<file path="src/rtl/cast_fifo_arbiter_if.sv">
// Read-side link between the show-ahead receive FIFOs, the round-robin
// scheduler and the single downstream consumer.
interface cast_fifo_arbiter_if #(
  parameter int width     = 8,
  parameter int num_ports = 4
);
  localparam int src_w = (num_ports > 1) ? $clog2(num_ports) : 1;

  logic [num_ports-1:0]       empty_i;
  logic [num_ports*width-1:0] data_i;
  logic [num_ports-1:0]       read_o;
  logic                       valid_o;
  logic                       ready_i;
  logic [width-1:0]           data_o;
  logic [src_w-1:0]           src_o;

  modport master (
    input  empty_i, data_i, ready_i,
    output read_o, valid_o, data_o, src_o
  );

  modport slave (
    output empty_i, data_i, ready_i,
    input  read_o, valid_o, data_o, src_o
  );
endinterface

</file>
<file path="src/rtl/cast_fifo_arbiter.sv">
// Round-robin burst-limited scheduler draining show-ahead FIFOs onto one link.
// Pops are combinational; the popped word and its source are registered.
module cast_fifo_arbiter #(
  parameter int width     = 8,
  parameter int num_ports = 4,
  parameter int burst_max = 4
) (
  input  logic                clk_i,
  input  logic                rstn_i,
  cast_fifo_arbiter_if.master bus
);
  localparam int            SW   = $clog2(num_ports);
  localparam logic [SW-1:0] LAST = SW'(num_ports - 1);
  localparam logic [7:0]    BMAX = 8'(burst_max);

  typedef enum logic {IDLE, GRANT} state_t;

  state_t            state;
  logic [SW-1:0]     grant;
  logic [SW-1:0]     ptr;
  logic [7:0]        cnt;

  logic              vld_p1;
  logic [width-1:0]  data_p1;
  logic [SW-1:0]     src_p1;

  logic [width-1:0]     head [num_ports];
  logic                 ld;
  logic                 pop;
  logic                 stay;
  logic [SW-1:0]        pop_k;
  logic [num_ports-1:0] rd;

  function automatic logic [SW-1:0] nxt(input logic [SW-1:0] idx);
    return (idx == LAST) ? '0 : idx + 1'b1;
  endfunction

  // First non-empty port at or after start, wrapping through every port.
  function automatic logic [SW-1:0] pick(input logic [SW-1:0]        start,
                                         input logic [num_ports-1:0] emp);
    logic [SW-1:0] idx;
    logic          found;
    idx   = start;
    found = 1'b0;
    pick  = start;
    for (int i = 0; i < num_ports; i++) begin
      if (!found && !emp[idx]) begin
        pick  = idx;
        found = 1'b1;
      end
      idx = nxt(idx);
    end
  endfunction

  for (genvar k = 0; k < num_ports; k++) begin : g_head
    assign head[k] = bus.data_i[k*width +: width];
  end

  // Stage p0: select the port to pop this cycle
  always_comb begin
    ld    = ~vld_p1 | bus.ready_i;
    pop   = 1'b0;
    stay  = 1'b0;
    pop_k = '0;
    rd    = '0;
    if (rstn_i && ld && !(&bus.empty_i)) begin
      pop = 1'b1;
      if (state == GRANT && !bus.empty_i[grant] && cnt < BMAX) begin
        stay  = 1'b1;
        pop_k = grant;
      end else if (state == GRANT) begin
        pop_k = pick(nxt(grant), bus.empty_i);
      end else begin
        pop_k = pick(ptr, bus.empty_i);
      end
      rd[pop_k] = 1'b1;
    end
  end

  assign bus.read_o = rd;

  // Stage p1: registered output word, source and arbitration state
  always_ff @(posedge clk_i) begin
    if (!rstn_i) begin
      state   <= IDLE;
      ptr     <= '0;
      grant   <= '0;
      cnt     <= '0;
      vld_p1  <= 1'b0;
      data_p1 <= '0;
      src_p1  <= '0;
    end else if (ld) begin
      if (pop) begin
        vld_p1  <= 1'b1;
        data_p1 <= head[pop_k];
        src_p1  <= pop_k;
        grant   <= pop_k;
        cnt     <= stay ? cnt + 8'd1 : 8'd1;
        state   <= GRANT;
      end else begin
        vld_p1 <= 1'b0;
        if (state == GRANT) begin
          ptr   <= nxt(grant);
          state <= IDLE;
        end
      end
    end
  end

  assign bus.valid_o = vld_p1;
  assign bus.data_o  = data_p1;
  assign bus.src_o   = src_p1;
endmodule

</file>
<file path="src/flat_wrapper.sv">
// flat-port wrapper written by rule: the top's interface ports become plain ports
module cast_fifo_arbiter_flat 
#(
  parameter int width     = 8,
  parameter int num_ports = 4,
  parameter int burst_max = 4
)
  (clk_i, rstn_i, bus_empty_i, bus_data_i, bus_ready_i, bus_read_o, bus_valid_o, bus_data_o, bus_src_o);
  cast_fifo_arbiter_if #(.width(width), .num_ports(num_ports)) bus_i ();
  input  logic clk_i;
  input  logic rstn_i;
  input wire logic [$bits(bus_i.empty_i)-1:0] bus_empty_i;
  input wire logic [$bits(bus_i.data_i)-1:0] bus_data_i;
  input wire logic [$bits(bus_i.ready_i)-1:0] bus_ready_i;
  output wire logic [$bits(bus_i.read_o)-1:0] bus_read_o;
  output wire logic [$bits(bus_i.valid_o)-1:0] bus_valid_o;
  output wire logic [$bits(bus_i.data_o)-1:0] bus_data_o;
  output wire logic [$bits(bus_i.src_o)-1:0] bus_src_o;
  assign bus_i.empty_i = bus_empty_i;
  assign bus_i.data_i = bus_data_i;
  assign bus_i.ready_i = bus_ready_i;
  assign bus_read_o = bus_i.read_o;
  assign bus_valid_o = bus_i.valid_o;
  assign bus_data_o = bus_i.data_o;
  assign bus_src_o = bus_i.src_o;
  cast_fifo_arbiter #(.width(width), .num_ports(num_ports), .burst_max(burst_max)) u_core (.clk_i(clk_i), .rstn_i(rstn_i), .bus(bus_i));
endmodule
</file>
<file path="config.mk">
export PLATFORM = sky130hd
export DESIGN_NAME = cast_fifo_arbiter_flat
export DESIGN_NICKNAME = d
export VERILOG_FILES = /design/src/rtl/cast_fifo_arbiter_if.sv /design/src/rtl/cast_fifo_arbiter.sv /design/src/flat_wrapper.sv
export SDC_FILE = /design/constraint.sdc
export NUM_CORES = 1
export LEC_CHECK = 0
export ABC_AREA = 1
export CAP_MARGIN = 20
export CORE_MARGIN = 8
export CORE_UTILIZATION = 52
export DETAILED_ROUTE_END_ITERATION = 8
export GPL_TIMING_DRIVEN = 0
export HOLD_SLACK_MARGIN = 0.05
export PLACE_DENSITY = 0.95
export SYNTH_ARGS = -nofsm -noshare
export SYNTH_HDL_FRONTEND = slang
export SYNTH_SLANG_ARGS = --single-unit
</file>
<file path="constraint.sdc">
create_clock -name clk_i -period 5.4 [get_ports clk_i]
set_clock_uncertainty 0.2 [all_clocks]
set_input_delay 0.81 -clock clk_i [delete_from_list [all_inputs] [get_ports clk_i]]
set_output_delay 0.81 -clock clk_i [all_outputs]
set_load 0.005 [all_outputs]
</file>
==> results of run 1 <==
-- worst reg2reg max path, delay by kind of cell (launching register included) --
kind	cells	cell delay, ns
DFF	1	0.40
buffers and inverters	1	0.08
adders and majority gates	1	0.43
and+or+nand+nor	14	1.56
-- kinds of logic after synthesis --
group / count (synthesis) / share of synthesized area
XOR/XNOR: 1 / 0.004549
AND/OR/NAND/NOR: 221 / 0.5439
buffers and inverters: 49 / 0.1332
adder cells (fa/ha/maj): 3 / 0.01950
flip-flops: 21 / 0.2183
AO/OA/AOI/OAI: 27 / 0.08057
-- placed cells by master, fill, tap and decap left out, types with 2 or more instances in the layout --
cell type,instances
nor2_2,2
a21oi_1,15
nand3b_1,8
clkbuf_8,6
a21oi_2,4
nand2_2,16
clkdlybuf4s50_1,53
nor3_1,5
nor2_1,41
buf_6,3
ha_1,3
nand3_1,35
nand2_1,100
o21ai_0,5
inv_1,39
nand4_1,3
nand3_2,6
inv_2,2
dfxtp_1,21
-- report_power, final --
group,switching (mW),internal (mW)
combinational,0.291,0.215
sequential,0.0154,0.176
clock,0.0590,0.0518
total,0.365,0.443
-- stage by stage --
stage | worst slack (ns) | utilization | hold slack, ns | cells | total power [mW]
after CTS | 0.9816 | 0.7106 | 0.2474 | 427 | 0.8016
final | 0.9665 | 0.7106 | 0.2557 | 427 | 0.8087
after global placement | 1.050 | 0.6978 | 0.2310 | 423 | 0.6787
after detailed placement | 0.9905 | 0.6978 | 0.2343 | 423 | 0.6936
after global routing | 0.6919 | 0.7106 | 0.2747 | 427 | 0.8774
after floorplan | 2.316 | - | 0.2190 | 322 | 0.5445
-- worst paths after layout --
kind                     endpoint  slack [ns]  cells past startpoint
max                 bus_read_o[0]        0.97                     15
min                 u_core.cnt[3]        0.26                      2
max reg2reg  u_core.bus.data_o[0]        2.64                     16
min reg2reg         u_core.cnt[3]        0.26                      2
-- routing by layer --
metal | GRT usage | share of wire | wire, um
met5 | 0 | 0 | 0
met4 | 0.08462 | 0.025 | 135
met3 | 0.06876 | 0.10 | 558
met2 | 0.2974 | 0.47 | 2505
met1 | 0.2086 | 0.41 | 2187
-- area by class of cell --
type	instances	area [um^2]
Timing Repair Buffer	53	530.5
Clock inverter	1	5.005
Clock buffer	3	41.29
Tap cell	48	60.06
Multi-Input combinational cell	252	1249
Inverter	41	153.9
Sequential cell	21	420.4
Fill cell	294	1044
Buffer	8	102.6
-- state kept, by name (all words and copies together), names as in the netlist --
| register | cells |
|---|---|
| u_core.bus.data_o | 8 |
| u_core.cnt | 8 |
| u_core.grant | 2 |
| u_core.ptr | 2 |
| u_core.state | 1 |
==> flow_summary.yaml, run 1 <==
drt:
  vias: 2205
  final_antenna_net_count: 0
  vias_per_cell: 5.164
  routed_wl_mm: 5.387
  wl_per_cell_um: 12.62
  drtIter0Drc: 143
  drcViolationCount: 0
  firstDrtPassIters: 5
place:
  place_area_um2: 2516
  dp_hpwl_mm: 4.227
  gp_congestion: 0.9727
  io_buffers: 53
clocking:
  cts-buffers-inserted: 3
  cts_sinks: 21
  ctsHoldBuffers: 0
  clock_latency_ns: 0.28
  path_clk_slew_ns: 0.08
  cts_resized: 0
  cts_max_level: 1
  cts_root_buffer: "clkbuf_8"
  cts_setup_buffers: 0
  cts_tree: "built"
  clockBufferDepth: 2
setup_path:
  crit_buf_inv: 5
  crit_path_end_kind: "output port"
  crit_fanout: 10
  cp-start-kind: "input pin"
  critPathArrivalTime_ns: 3.42
  cp_slowest_cell: "clkdlybuf4s50_1"
  r2r-start: "u_core.ptr[0]"
  crit_required_ns: 4.39
  startpoint: "bus_empty_i[1]"
  max_stage_delay_ns: 0.59
  path_cells: "clkdlybuf4s50_1 -> inv_1 -> nand2_1 -> nand3_1 -> nand2_2 -> inv_1 -> nor2_1 -> nand4_1 -> nand2_1 -> nand2_2 -> nand3_4 -> nand2_8 -> buf_12 -> nor3_1 -> clkdlybuf4s50_1"
  cp_top_family: "buffers and inverters"
  crit_type: "in2out"
layout:
  fin_area_um2: 2562
  layout-drive-gt1-share: 0.1214
  fin_nets: 422
  areaGrowthSynthToFinish_pct: 33.07
  num_antenna_cells: 0
timing:
  tns_ns: 0
  timing.fmax_mhz: 225.6
  tightest_slew_ns: 0.3373
  report.final.slew_viol_count: 0
  final.min_clock_period_ns: 4.434
  hold_viol: 0
  setup_viol: 0
  min_period_over_period: 0.8210
  rsz0062_at_grt: "no"
  maxSlewHeadroom: 0.7731
yosys:
  synth_nets: 364
  synth_area_leader_cell: "dfxtp_1"
  async_flop_share: 0
  synth_ff_type: "dfxtp_1"
  yosys_warnings: 0
  yosysMostFrequentCell: "nand2_1"
  avgSynthCellArea_um2: 5.980
  ys_top_cells_by_area: "dfxtp_1 (22%), nand2_1 (19%), nand3_1 (9.1%)"
  yosysSeqAreaShare: 0.2183
  ys_seq_elements: 21
  synth_top_area_share: 0.2183
  syn_inst: 322
  synthDistinctLibCells: 29
  synth_edf_count: 0
  synth_area_um2: 1926
  synthTopCellsByCount: "nand2_1 (100), nor2_1 (41), inv_1 (39), nand3_1 (35), dfxtp_1 (21)"
status:
  status: "finished clean"
grt:
  grt_pass1_wl_mm: 9.252
  grt-ovfl-total: 0
  grt_pass1_vias: 2130
  grt_max_degree: 13
  grt_util_all_layers: 0.1837
  grt_antenna_before_repair: 0
floorplan:
  die_h_um: 76.85
  start_util: 0.5340
  die-area_um2: 5906
  die_x_um: 76.85
  io_pins: 54
  core-area_um2: 3606
  rows: 22
job:
  cap_viol_max_count: 0
pwr:
  ir_drop_mv: 0.2242
  powerDensity_nw_per_um2: 315.6
  p_leak_nw: 1.267
worst_hold_path:
  hold_class: "reg2reg"
  hold_start: "u_core.cnt[3]"
Note: power is estimated with default switching activity, not from simulation.
==> inputs of run 2 (changes only) <==
Settings changed: CORE_UTILIZATION 52 to 48, PLACE_DENSITY 0.95 to 0.89.
Clock period 5.4 ns to 4.2 ns, I/O delays scaled along.
==> flow_summary.yaml, run 2 (synthesized netlist as in run 1, its figures left out) <==
pwr:
  clkPwrFrac: 0.130
  p_sw_frac: 0.4453
  powerDensity_nw_per_um2: 401.7
  p_leak_nw: 1.281
  p_int_mw: 0.5749
  p_comb_frac: 0.631
  finalPower_mw: 1.036
  p_seq_frac: 0.239
  ir_drop_mv: 0.2000
  p_switching_mw: 0.4616
layout:
  final_common_cell: "nand2_1"
  fin_nets: 423
  layoutNonFillerInstCount: 430
  layout_common_cells: "nand2_1 (100), clkdlybuf4s50_1 (52), nor2_1 (41)"
  areaGrowthSynthToFinish_pct: 33.98
  layout-drive-gt1-share: 0.1263
  num_antenna_cells: 0
grt:
  grt_antenna_before_repair: 0
  grt_max_degree: 13
  grt-ovfl-total: 0
  grt_pass1_vias: 2140
  grt_util_all_layers: 0.1743
  grt_pass1_wl_mm: 9.128
place:
  pre_cts_slack_ns: 0.1007
  dp.cells: 425
  gp_congestion: 0.8194
  io_buffers: 53
  dp_hpwl_mm: 4.219
floorplan:
  rows: 23
  die_x_um: 79.34
  die-area_um2: 6294
  start_util: 0.4884
  io_pins: 54
  core-area_um2: 3943
  die_h_um: 79.34
timing:
  setup_viol: 0
  tns_ns: 0
  min_period_over_period: 0.9534
  hold_slack_ns: 0.2408
  final.min_clock_period_ns: 4.004
  hold_viol: 0
  tightest_slew_ns: 0.3222
  fin_ws_ns: 0.1955
  report.final.slew_viol_count: 0
  timing.fmax_mhz: 249.7
  rsz0062_at_grt: "no"
  maxSlewHeadroom: 0.7832
setup_path:
  crit_fanout: 10
  cp-start-kind: "input pin"
  critPathArrivalTime_ns: 3.17
  crit_path_end_kind: "output port"
  crit_required_ns: 3.37
  crit_type: "in2out"
drt:
  firstDrtPassIters: 4
  routed_wl_mm: 5.241
  final_antenna_net_count: 0
  drcViolationCount: 0
  drtIter0Drc: 86
  wl_per_cell_um: 12.19
  vias: 2190
  vias_per_cell: 5.093
clocking:
  clock_latency_ns: 0.27
  cts_sinks: 21
  path_clk_slew_ns: 0.07
  cts-buffers-inserted: 3
  cts_max_level: 1
  cts_tree: "built"
  cts_root_buffer: "clkbuf_8"
  ctsHoldBuffers: 0
  clockBufferDepth: 2
status:
  status: "finished clean"
worst_hold_path:
  hold_class: "reg2reg"
job:
  cap_viol_max_count: 0
==> run 2: per-layer routing <==
metal / part of all wire / track usage / wire [um]
met1: 0.42 / 0.1933 / 2220
met2: 0.48 / 0.3065 / 2535
met3: 0.077 / 0.05869 / 404
met4: 0.015 / 0.05185 / 81
met5: 0 / 0 / 0
==> run 2: layout make-up <==
type                       instances  area, um^2
sequential                        21       420.4
fill                             364        1363
clock buffer                       3       41.29
tap                               50       62.56
timing repair buffer              54       540.5
multi-input combinational        252        1254
buffer                             8       102.6
clock inverter                     1       5.005
inverter                          41       153.9
==> run 2: power groups by stage <==
stage	clock (mW)	combinational, mW	sequential, mW
floorplan	0	0.449	0.251
global route	0.145	0.735	0.252
detailed placement	0	0.643	0.252
finish	0.135	0.654	0.248
global placement	0	0.628	0.251
CTS	0.138	0.647	0.248
==> run 2: per-stage QoR <==
stage	area (um^2)	utilization
2_1_floorplan	1926	-
3_5_place_dp	2519	0.6388
3_3_place_gp	2519	0.6388
4_1_cts	2565	0.6506
6_report	2580	0.6544
5_1_grt	2580	0.6544
==> run 2: worst max-delay path: stages <==
cell and delay, ns:
clkdlybuf4s50_1 0.57, inv_1 0.11, nand2_1 0.09, nand3_1 0.08
nand2_2 0.12, inv_1 0.05, nor2_1 0.09, nand4_1 0.14
nand2_1 0.13, nand2_2 0.07, nand3_4 0.10, nand2_8 0.10
buf_12 0.17, nor3_2 0.20, clkdlybuf4s50_1 0.53
==> run 2: worst paths after layout <==
check	cells past startpoint	startpoint	slack, ns	end
worst max-delay path	15	bus_empty_i[1]	0.20	bus_read_o[0]
worst max register to register	19	u_core.ptr[0]	1.56	u_core.bus.data_o[2]
worst min register to register	2	u_core.cnt[3]	0.24	u_core.cnt[3]
worst min-delay path	2	u_core.cnt[3]	0.24	u_core.cnt[3]
==> run 2: timing repair <==
item                                    in CTS  in global routing
endpoints found under the setup margin       0                  1
resized for setup                            0                  2
setup buffers                                0                  1
